$ cat config.mk
export PLATFORM = sky130hd
export DESIGN_NAME = row_clear_engine
export DESIGN_NICKNAME = d
export VERILOG_FILES = /design/src/rtl/row_clear_engine.sv
export SDC_FILE = /design/constraint.sdc
export NUM_CORES = 1
export LEC_CHECK = 0
export ABC_AREA = 1
export ABC_CLOCK_PERIOD_IN_PS = 7400
export CAP_MARGIN = 30
export CORE_MARGIN = 3
export CORE_UTILIZATION = 25
export DETAILED_ROUTE_END_ITERATION = 10
export PLACE_DENSITY = 0.55
export SLEW_MARGIN = 0
export SYNTH_ARGS = -nofsm -noshare
export SYNTH_HDL_FRONTEND = slang
export SYNTH_SLANG_ARGS = --single-unit
$ cat constraint.sdc
create_clock -name clk -period 7.4 [get_ports clk]
set_clock_uncertainty 0.2 [all_clocks]
set_input_delay 1.11 -clock clk [delete_from_list [all_inputs] [get_ports clk]]
set_output_delay 1.11 -clock clk [all_outputs]
set_load 0.005 [all_outputs]
$ cat src/rtl/row_clear_engine.sv
// Row clear engine: scans a locked board bottom-up one row per clock, removes full
// rows by shifting everything above them down, and reports the compacted board and count.
module row_clear_engine #(
    parameter int BOARD_W = 16,
    parameter int BOARD_H = 16,
    parameter int CNT_W   = 5
) (
    input  logic                       clk,
    input  logic                       rst,
    input  logic                       start,
    input  logic [BOARD_W*BOARD_H-1:0] board_in,
    output logic                       busy,
    output logic                       done,
    output logic [BOARD_W*BOARD_H-1:0] board_out,
    output logic [CNT_W-1:0]           rows_cleared
);

    localparam int RW = (BOARD_H > 1) ? $clog2(BOARD_H) : 1;

    typedef enum logic [1:0] {IDLE, SCAN, DONE} state_t;

    state_t                       state;
    logic [BOARD_W*BOARD_H-1:0]   work;
    logic [BOARD_W*BOARD_H-1:0]   shifted;
    logic [RW-1:0]                r;
    logic [CNT_W-1:0]             count;
    logic                         row_full;

    always_comb begin
        row_full = &work[r*BOARD_W +: BOARD_W];
    end

    // Rows 1..r drop by one; row 0 refills empty; rows below r are untouched.
    always_comb begin
        shifted = '0;
        for (int unsigned y = 1; y < BOARD_H; y++) begin
            if (y <= 32'(r))
                shifted[y*BOARD_W +: BOARD_W] = work[(y-1)*BOARD_W +: BOARD_W];
            else
                shifted[y*BOARD_W +: BOARD_W] = work[y*BOARD_W +: BOARD_W];
        end
    end

    always_ff @(posedge clk) begin
        if (!rst) begin
            state        <= IDLE;
            work         <= '0;
            r            <= '0;
            count        <= '0;
            busy         <= 1'b0;
            done         <= 1'b0;
            board_out    <= '0;
            rows_cleared <= '0;
        end else begin
            case (state)
                IDLE: begin
                    if (start) begin
                        work  <= board_in;
                        r     <= RW'(BOARD_H - 1);
                        count <= '0;
                        busy  <= 1'b1;
                        state <= SCAN;
                    end
                end
                SCAN: begin
                    if (row_full) begin
                        // r holds so the row that slid into this index is re-examined
                        work  <= shifted;
                        count <= count + CNT_W'(1);
                    end else if (r != '0) begin
                        r <= r - RW'(1);
                    end else begin
                        board_out    <= work;
                        rows_cleared <= count;
                        done         <= 1'b1;
                        state        <= DONE;
                    end
                end
                DONE: begin
                    done  <= 1'b0;
                    busy  <= 1'b0;
                    state <= IDLE;
                end
                default: state <= IDLE;
            endcase
        end
    end

endmodule

## Yosys cells after proc, flatten, opt, wreduce, memory -nomap -nowiden

Index checks and enable logic that the tools add are counted.

| cells by class | value |
|---|---|
| $add $sub $neg | 2 |
| order comparisons | 15 |
| equal/unequal tests | 22 |
| shift operators | 1 |
| mux-type cells | 34 |
| bitwise logic cells | 2 |
| reductions and logical operators | 27 |

Operator list:

| cell | count |
|---|---|
| $mux W256 | 2 |
| $pmux W256 S2 | 1 |
| $shiftx A256 B9 Y16 | 1 |
| $mux W16 | 15 |
| $reduce_and A4 Y1 | 16 |
| $ne A2 B2 Y1 const B | 20 |
| $le A4 B4 Y1 const A | 8 |
| $le A3 B4 Y1 const A | 4 |
| $reduce_and A16 Y1 | 1 |
| $mux W4 | 3 |
| $reduce_and A3 Y1 | 4 |
| $mux W5 | 2 |
| $pmux W5 S2 | 1 |
| $le A2 B4 Y1 const A | 2 |
| $pmux W4 S2 | 1 |
| $mux W2 | 3 |
| $reduce_bool A2 Y1 | 3 |
| $add A5 B1 Y5 const B | 1 |
| $le A1 B4 Y1 const A | 1 |
| $pmux W1 S2 | 2 |
| $pmux W2 S2 | 1 |
| $reduce_bool A4 Y1 | 1 |
| $sub A4 B1 Y4 const B | 1 |
| $mux W1 | 3 |
| other kinds (5) | 6 |

| storage, ports and cells | value |
|---|---|
| register bits after elaboration | 530 |
| input port bits | 259 |
| output and inout port bits | 263 |
| word-level logic and storage cells | 126 |

## Longest topological paths before layout

Gate-level depths: netlist (run 1).

| depth | value |
|---|---|
| depth in word-level cells | 4 |
| gate-level depth with buffers | 20 |
| depth with buffers taken out | 18 |

## Worst setup path after synthesis (run 1)

OpenSTA, ideal clock, no wires.

| timing | value |
|---|---|
| path type | input to register |
| start point | in start |
| end point | reg r[1] |
| setup time | 0.132 ns |
| arrival | 2.264 ns |
| required time | 7.068 ns |
| setup slack | 4.804 ns |
| stages | 8 |
| buffers on the path | 1 |
| cells stage by stage | inv_1 > nand2_1 > buf_1 > o211ai_1 > inv_1 > nand2_1 > nand2_1 > a21oi_1 |

| between the ends | value |
|---|---|
| word-level cells in the longest chain between the ends | 2 |

RTL lines:

| item | line | text |
|---|---|---|
| from (decl) | 10 | `input logic start,` |
| $ne A2 B2 Y1 (no source line) | - |  |
| $reduce_and A4 Y1 (no source line) | - |  |
| to (signal assigned) | 59 | `r <= RW'(BOARD_H - 1);` |
| to (signal assigned) | 71 | `r <= r - RW'(1);` |
| to (decl) | 25 | `logic [RW-1:0] r;` |

No other way between the ends.
A chain may end at the register's enable or synchronous reset.

## Worst setup path in the final report (run 1)

| timing | value |
|---|---|
| start point | reg r[0] |
| end point | reg work[110] |

| between the ends | value |
|---|---|
| word-level cells in the longest chain between the ends | 4 |
| elaborated cells between the ends (all ways) | 6 |
| classes of those cells | order compare: 1; eq/ne: 2; shift: 1; reduce/logical: 2 |

RTL lines:

| item | line | text |
|---|---|---|
| $shiftx A256 B9 Y16 | 30 | `row_full = &work[r*BOARD_W +: BOARD_W];` |
| $reduce_and A16 Y1 | 30 |  |
| $ne A2 B2 Y1 (no source line) | - |  |
| $reduce_and A4 Y1 (no source line) (*) | - |  |
| to (signal assigned) | 58 | `work <= board_in;` |
| to (signal assigned) | 68 | `work <= shifted;` |
| to (decl) | 23 | `logic [BOARD_W*BOARD_H-1:0] work;` |

Every way passes the cells marked *; elsewhere a longest branch is shown, timed or not.

==> qor.txt, run 1 <==
Vias in the first global route = 23729
Crit path arrival time = 4810 ps
Asr flop ratio synth = 0%
Die Y = 319 um
Initial antenna violation count = 15
Drc violations = 0
Reg clk slew, reported paths = 60 ps
Pwr/cell area = 277 mW/mm^2
Synth Area per Inst = 6.28 sq um
CP endpoint kind = flop
Grt ovf = 0
First-pass GRT wire length = 150000 um
Fillers = 10596
Worst hold-check path type = reg2reg
Core Rows = 114
Routed len/inst = 18.1 um
HPWL after detailed placement = 72000 um
Slew Limit Fails = 0
Non-filler cells, final = 5598
Core area = 0.0969 sq mm
Setup TNS = 0 ps
Least-Margin Pin Slew = 992 ps
Num CTS Buffers = 61
Initial Util = 25.3%
Design Power = 9.08 mW
Synthesis-stage register bit count = 530
Reg2Reg Setup Slack = 2900 ps
Vias = 25285
Share of the synthesized area in the top cell type = 43.4%
Largest net degree at the start of global routing = 176
Die Width = 319 um
Number of routed nets with antenna violations = 0
1st-iter DRT viols = 2195
Worst skew pair latency = 640 ps
Maximum clock rate = 0.222 GHz
Unrepaired setup endpoints after global routing = false
Cts repair resizes = 0
Tcrit/Tclk final = 60.9%
Drt pass-1 iters = 5
Synth Cell Area = 0.0245 sq mm
Final core utilization = 33.8%
Most frequent cell after synthesis = nand2_1
Die area = 0.102 sq mm
Ports = 522
Port Buffer Count = 521
Crit Path Category = reg2reg
Final nets = 4526
Post-synth top cells = nand2_1, nor2_1, dfxtp_1
Hold WS = 255 ps
Root buf cell = clkbuf_16
Worst slew margin = 33.9%
EDFF count, synth = 0
Hold Buf Count CTS = 0
Layout area overhead = 33.9%
Routability cong. = 0.831
Postcts setup bufs = 0
Max IR drop VDD = 146 uV
Detailed-route wire length = 102000 um
Static Leak = 13.7 nW
GRT Util Overall = 19.1%
Max_cap viols = 0
Worst EP required = 7710 ps
CTS tree = built
H-tree levels = 2
Ys flop type = dfxtp_1
Syn_nets = 4159
Via/cell ratio = 4.52
Startpoint types = flop
Placed Instances = 5473
Post-synth top area cell = dfxtp_1
Run status = finished clean
Yosys cell types = 31
# setup viols final = 0
Bufs on Longest Clock Path = 3
Synth Warn # = 0
Clock Sinks = 530
Synth area leaders = dfxtp_1, nand2_1, nor2_1
Layout cells sized above 1 = 3.87%
Sequential area share after synthesis = 43.4%
Fin. Hold Viols = 0
Min cycle time layout = 4500 ps
Mapped Cells = 3894
Worst-path fanout max = 90
==> area by class of cell <==
| class | instances | area [sq um] | area share (%) |
|---|---|---|---|
| sequential | 530 | 10600 | 32.4 |
| timing repair buffer | 559 | 5620 | 17.2 |
| clock buffer | 85 | 1810 | 5.53 |
| clock inverter | 30 | 340 | 1.04 |
| inverter | 282 | 1070 | 3.28 |
| tap | 1276 | 1600 | 4.88 |
| multi-input combinational | 2827 | 11700 | 35.6 |
| antenna | 9 | 22.5 | 0.0688 |
==> where the power goes <==
group / leakage [nW] / total, mW / switching [mW] / internal (mW)
combinational: 8.33 / 2.33 / 1.56 / 0.765
clock: 1.08 / 3.25 / 1.31 / 1.94
sequential: 4.33 / 3.50 / 0.294 / 3.20
total: 13.7 / 9.08 / 3.16 / 5.91
==> layer usage <==
metal / global-route usage, % / up-vias / wire, um
li1: - / 12742 / -
met1: 25.6 / 11663 / 45900
met2: 31.4 / 733 / 47000
met3: 3.45 / 139 / 5950
met4: 5.71 / 8 / 2680
met5: 0 / - / 51
==> kinds of logic after synthesis <==
kind of cell | after synthesis | synth area share (%)
compound gates | 611 | 12.7
xor+xnor | 1 | 0.0358
fa+ha+maj | 6 | 0.307
buf+inv | 537 | 8.95
flops | 530 | 43.4
simple gates | 2209 | 34.6
==> path summary, 6_finish.rpt <==
check                           startpoint              to  cells past startpoint
worst max register to register        r[0]       work[110]                     12
worst min-delay path             work[133]  board_out[133]                      2
worst min register to register   work[133]  board_out[133]                      2
worst max-delay path                  r[0]       work[110]                     12
==> flip-flops by register name, summed over array words and instances (netlist names) <==
register,count
board_out,256
work,256
count,5
rows_cleared,5
r,4
state,2
busy,1
done,1
==> critical path: stages (launching register included) <==
cell	delay (ps)
dfxtp_4	700
buf_4	790
o21ai_0	310
nor2_1	170
nand2_1	100
nand2_1	70
nand4_1	190
nor2_1	140
nand2_1	150
nand3_4	290
nand3_2	630
nor2_1	450
nor2_1	80
==> placed cells by master, fill, tap and decap left out, types with 5 or more instances in the layout <==
| master | Yosys | routed |
|---|---|---|
| a21oi_1 | 300 | 300 |
| buf_12 | 0 | 5 |
| buf_4 | 18 | 29 |
| bufinv_16 | 0 | 7 |
| clkbuf_1 | 153 | 7 |
| clkbuf_16 | 0 | 63 |
| clkbuf_8 | 0 | 15 |
| clkdlybuf4s50_1 | 0 | 520 |
| clkinv_2 | 0 | 19 |
| dfxtp_1 | 530 | 528 |
| diode_2 | 0 | 9 |
| ha_1 | 6 | 6 |
| inv_1 | 280 | 279 |
| nand2_1 | 1552 | 1552 |
| nand3_1 | 56 | 56 |
| nand3_2 | 10 | 10 |
| nand4_1 | 6 | 6 |
| nor2_1 | 578 | 577 |
| o211ai_1 | 9 | 9 |
| o21ai_0 | 288 | 288 |
| o21ai_1 | 5 | 5 |
==> metrics by stage <==
stage               cell area [sq um]  setup slack (ps)
global route                    32700              2400
global placement                30500              2540
floorplan                       24500              4800
detailed placement              30500              2740
finish                          32700              2900
CTS                             32700              2730
Power figures use the tool's default switching activity.
==> run 2: changes to the inputs <==
- ABC_CLOCK_PERIOD_IN_PS: 7400 -> 4450
- clock period: 7.4 -> 4.45 ns (I/O delays scaled with it)
==> qor.txt, run 2 (synthesis results as in run 1) <==
Worst-path fanout max = 194 (+120%)
Fin. Hold Viols = 0 (unchanged)
Routed len/inst = 18.1 um (-0.36%)
Slew Limit Fails = 0 (unchanged)
First-pass GRT wire length = 151000 um (+0.12%)
Startpoint types = flop
Num CTS Buffers = 69 (+13%)
Core area = 0.0969 sq mm (unchanged)
Root buf cell = clkbuf_16
Core Rows = 114 (unchanged)
Cts repair resizes = 0 (unchanged)
Post-DP Area = 0.0306 sq mm (+0.18%)
Layout cells sized above 1 = 3.89% (+0.014 points)
Run status = finished clean
Static Leak = 13.8 nW (+0.49%)
Final Cell Area = 0.0329 sq mm (+0.52%)
Initial Util = 25.3% (unchanged)
Final nets = 4535 (+0.20%)
GRT Util Overall = 19.2% (+0.079 points)
HPWL after detailed placement = 71100 um (-1.2%)
Die Y = 319 um (unchanged)
Min cycle time layout = 3940 ps (-559 ps)
# setup viols final = 0 (unchanged)
Die area = 0.102 sq mm (unchanged)
Postcts setup bufs = 0 (unchanged)
Vias in the first global route = 23907 (+0.75%)
Commonest non-fill, non-tap cell in the layout = nand2_1
Crit path arrival time = 4270 ps (-540 ps)
Tcrit/Tclk final = 88.6% (+28 points)
H-tree levels = 3 (+1)
Routability cong. = 0.830 (-0.18%)
CP endpoint kind = flop
Unrepaired setup endpoints after global routing = false
Reg clk slew, reported paths = 60 ps (about the same)
Detailed-route wire length = 101000 um (-0.24%)
Via/cell ratio = 4.49 (-0.59%)
Largest net degree at the start of global routing = 195 (+11%)
Drc violations = 0 (unchanged)
Pwr/cell area = 467 mW/mm^2 (+68%)
Most frequent cells in the layout = nand2_1, nor2_1, dfxtp_1
Die Width = 319 um (unchanged)
Worst slew margin = 31.3% (-2.6 points)
Clock Sinks = 530 (unchanged)
Max IR drop VDD = 252 uV (+72%)
Initial antenna violation count = 12 (-3)
1st-iter DRT viols = 1974 (-10%)
Maximum clock rate = 0.254 GHz (+14%)
Layout area overhead = 34.6%
Number of routed nets with antenna violations = 0 (unchanged)
Bufs on Longest Clock Path = 3 (unchanged)
Worst skew pair latency = 620 ps (-20 ps)
CTS tree = built
Setup TNS = 0 ps (unchanged)
Port Buffer Count = 521 (unchanged)
Fillers = 10565 (-0.29%)
Biggest regs = board_out x256, work x256
Max_cap viols = 0 (unchanged)
Worst EP required = 4780 ps (-2930 ps)
Grt ovf = 0 (unchanged)
Drt pass-1 iters = 8 (+3)
Ports = 522 (unchanged)
Crit Path Category = reg2reg
Least-Margin Pin Slew = 1030 ps (+38.9 ps)
Worst hold-check path type = in2reg
Vias = 25166 (-0.47%)
Hold Buf Count CTS = 0 (unchanged)
## run 2: cell types whose count changed in the layout (fill, tap and decap cells not counted), moves of 3 or more
| cell | before | now |
|---|---|---|
| inv_6 | 2 | 6 |
| clkinv_2 | 19 | 14 |
| buf_12 | 5 | 10 |
| clkbuf_16 | 63 | 72 |
| diode_2 | 9 | 6 |
| clkbuf_8 | 15 | 10 |
| clkbuf_1 | 7 | 16 |
## run 2: final cells by class
cell class,count,area (sq um),share of cell area (%)
inverter,282,1070,3.27
clock buffer,98,2000,6.08
clock inverter,26,293,0.890
tap,1276,1600,4.85
timing repair buffer,560,5660,17.2
multi-input combinational,2827,11700,35.4
sequential,530,10600,32.3
antenna,6,15.0,0.0456
## run 2: power breakdown
part / internal, mW / total [mW] / switching (mW)
Clock: 3.43 / 5.71 / 2.27
Sequential: 5.33 / 5.76 / 0.434
Combinational: 1.28 / 3.90 / 2.62
## run 2: worst max-delay path, cell delays in order (launching register included)
cell and delay (ps):
dfxtp_4 370, buf_16 550, nand2_1 120, nand2_1 100, nand3_1 70, nor2_1 340, nor2_1 130, nor2_1 120
nand2_1 120, nand2_1 90, nand2_1 150, nand4_1 170, buf_12 340, buf_4 490, nand2_1 100, a21oi_1 160
## run 2: routing by layer
layer	global-route usage, %	vias to the layer above	part of all wire, %
met4	6.44	6	3.0
met2	31.5	743	46
li1	-	12764	-
met1	25.0	11517	44
met3	4.19	136	6.7
met5	0	-	0.040
## run 2: per-stage QoR
stage / setup WS [ps] / hold slack, ps / power (mW) / cells / utilization [%]
final: 505 / 242 / 15.4 / 5605 / 34.0
after global routing: 73.1 / 213 / 16.3 / 5601 / 34.0
after CTS: 203 / 200 / 15.5 / 5599 / 34.0
after detailed placement: 270 / 250 / 9.76 / 5475 / 31.6
after global placement: 257 / 245 / 9.73 / 5475 / 31.6
after floorplan: 2050 / 239 / 8.25 / 3894 / -
## run 2: worst paths after layout
path / start / endpoint / slack [ps] / cells after the start
setup / recovery: r[0] / board_out[19] / 510 / 15
hold / removal: rst / work[94] / 240 / 3
hold reg to reg: work[32] / board_out[32] / 250 / 2
setup reg to reg: r[0] / board_out[19] / 510 / 15
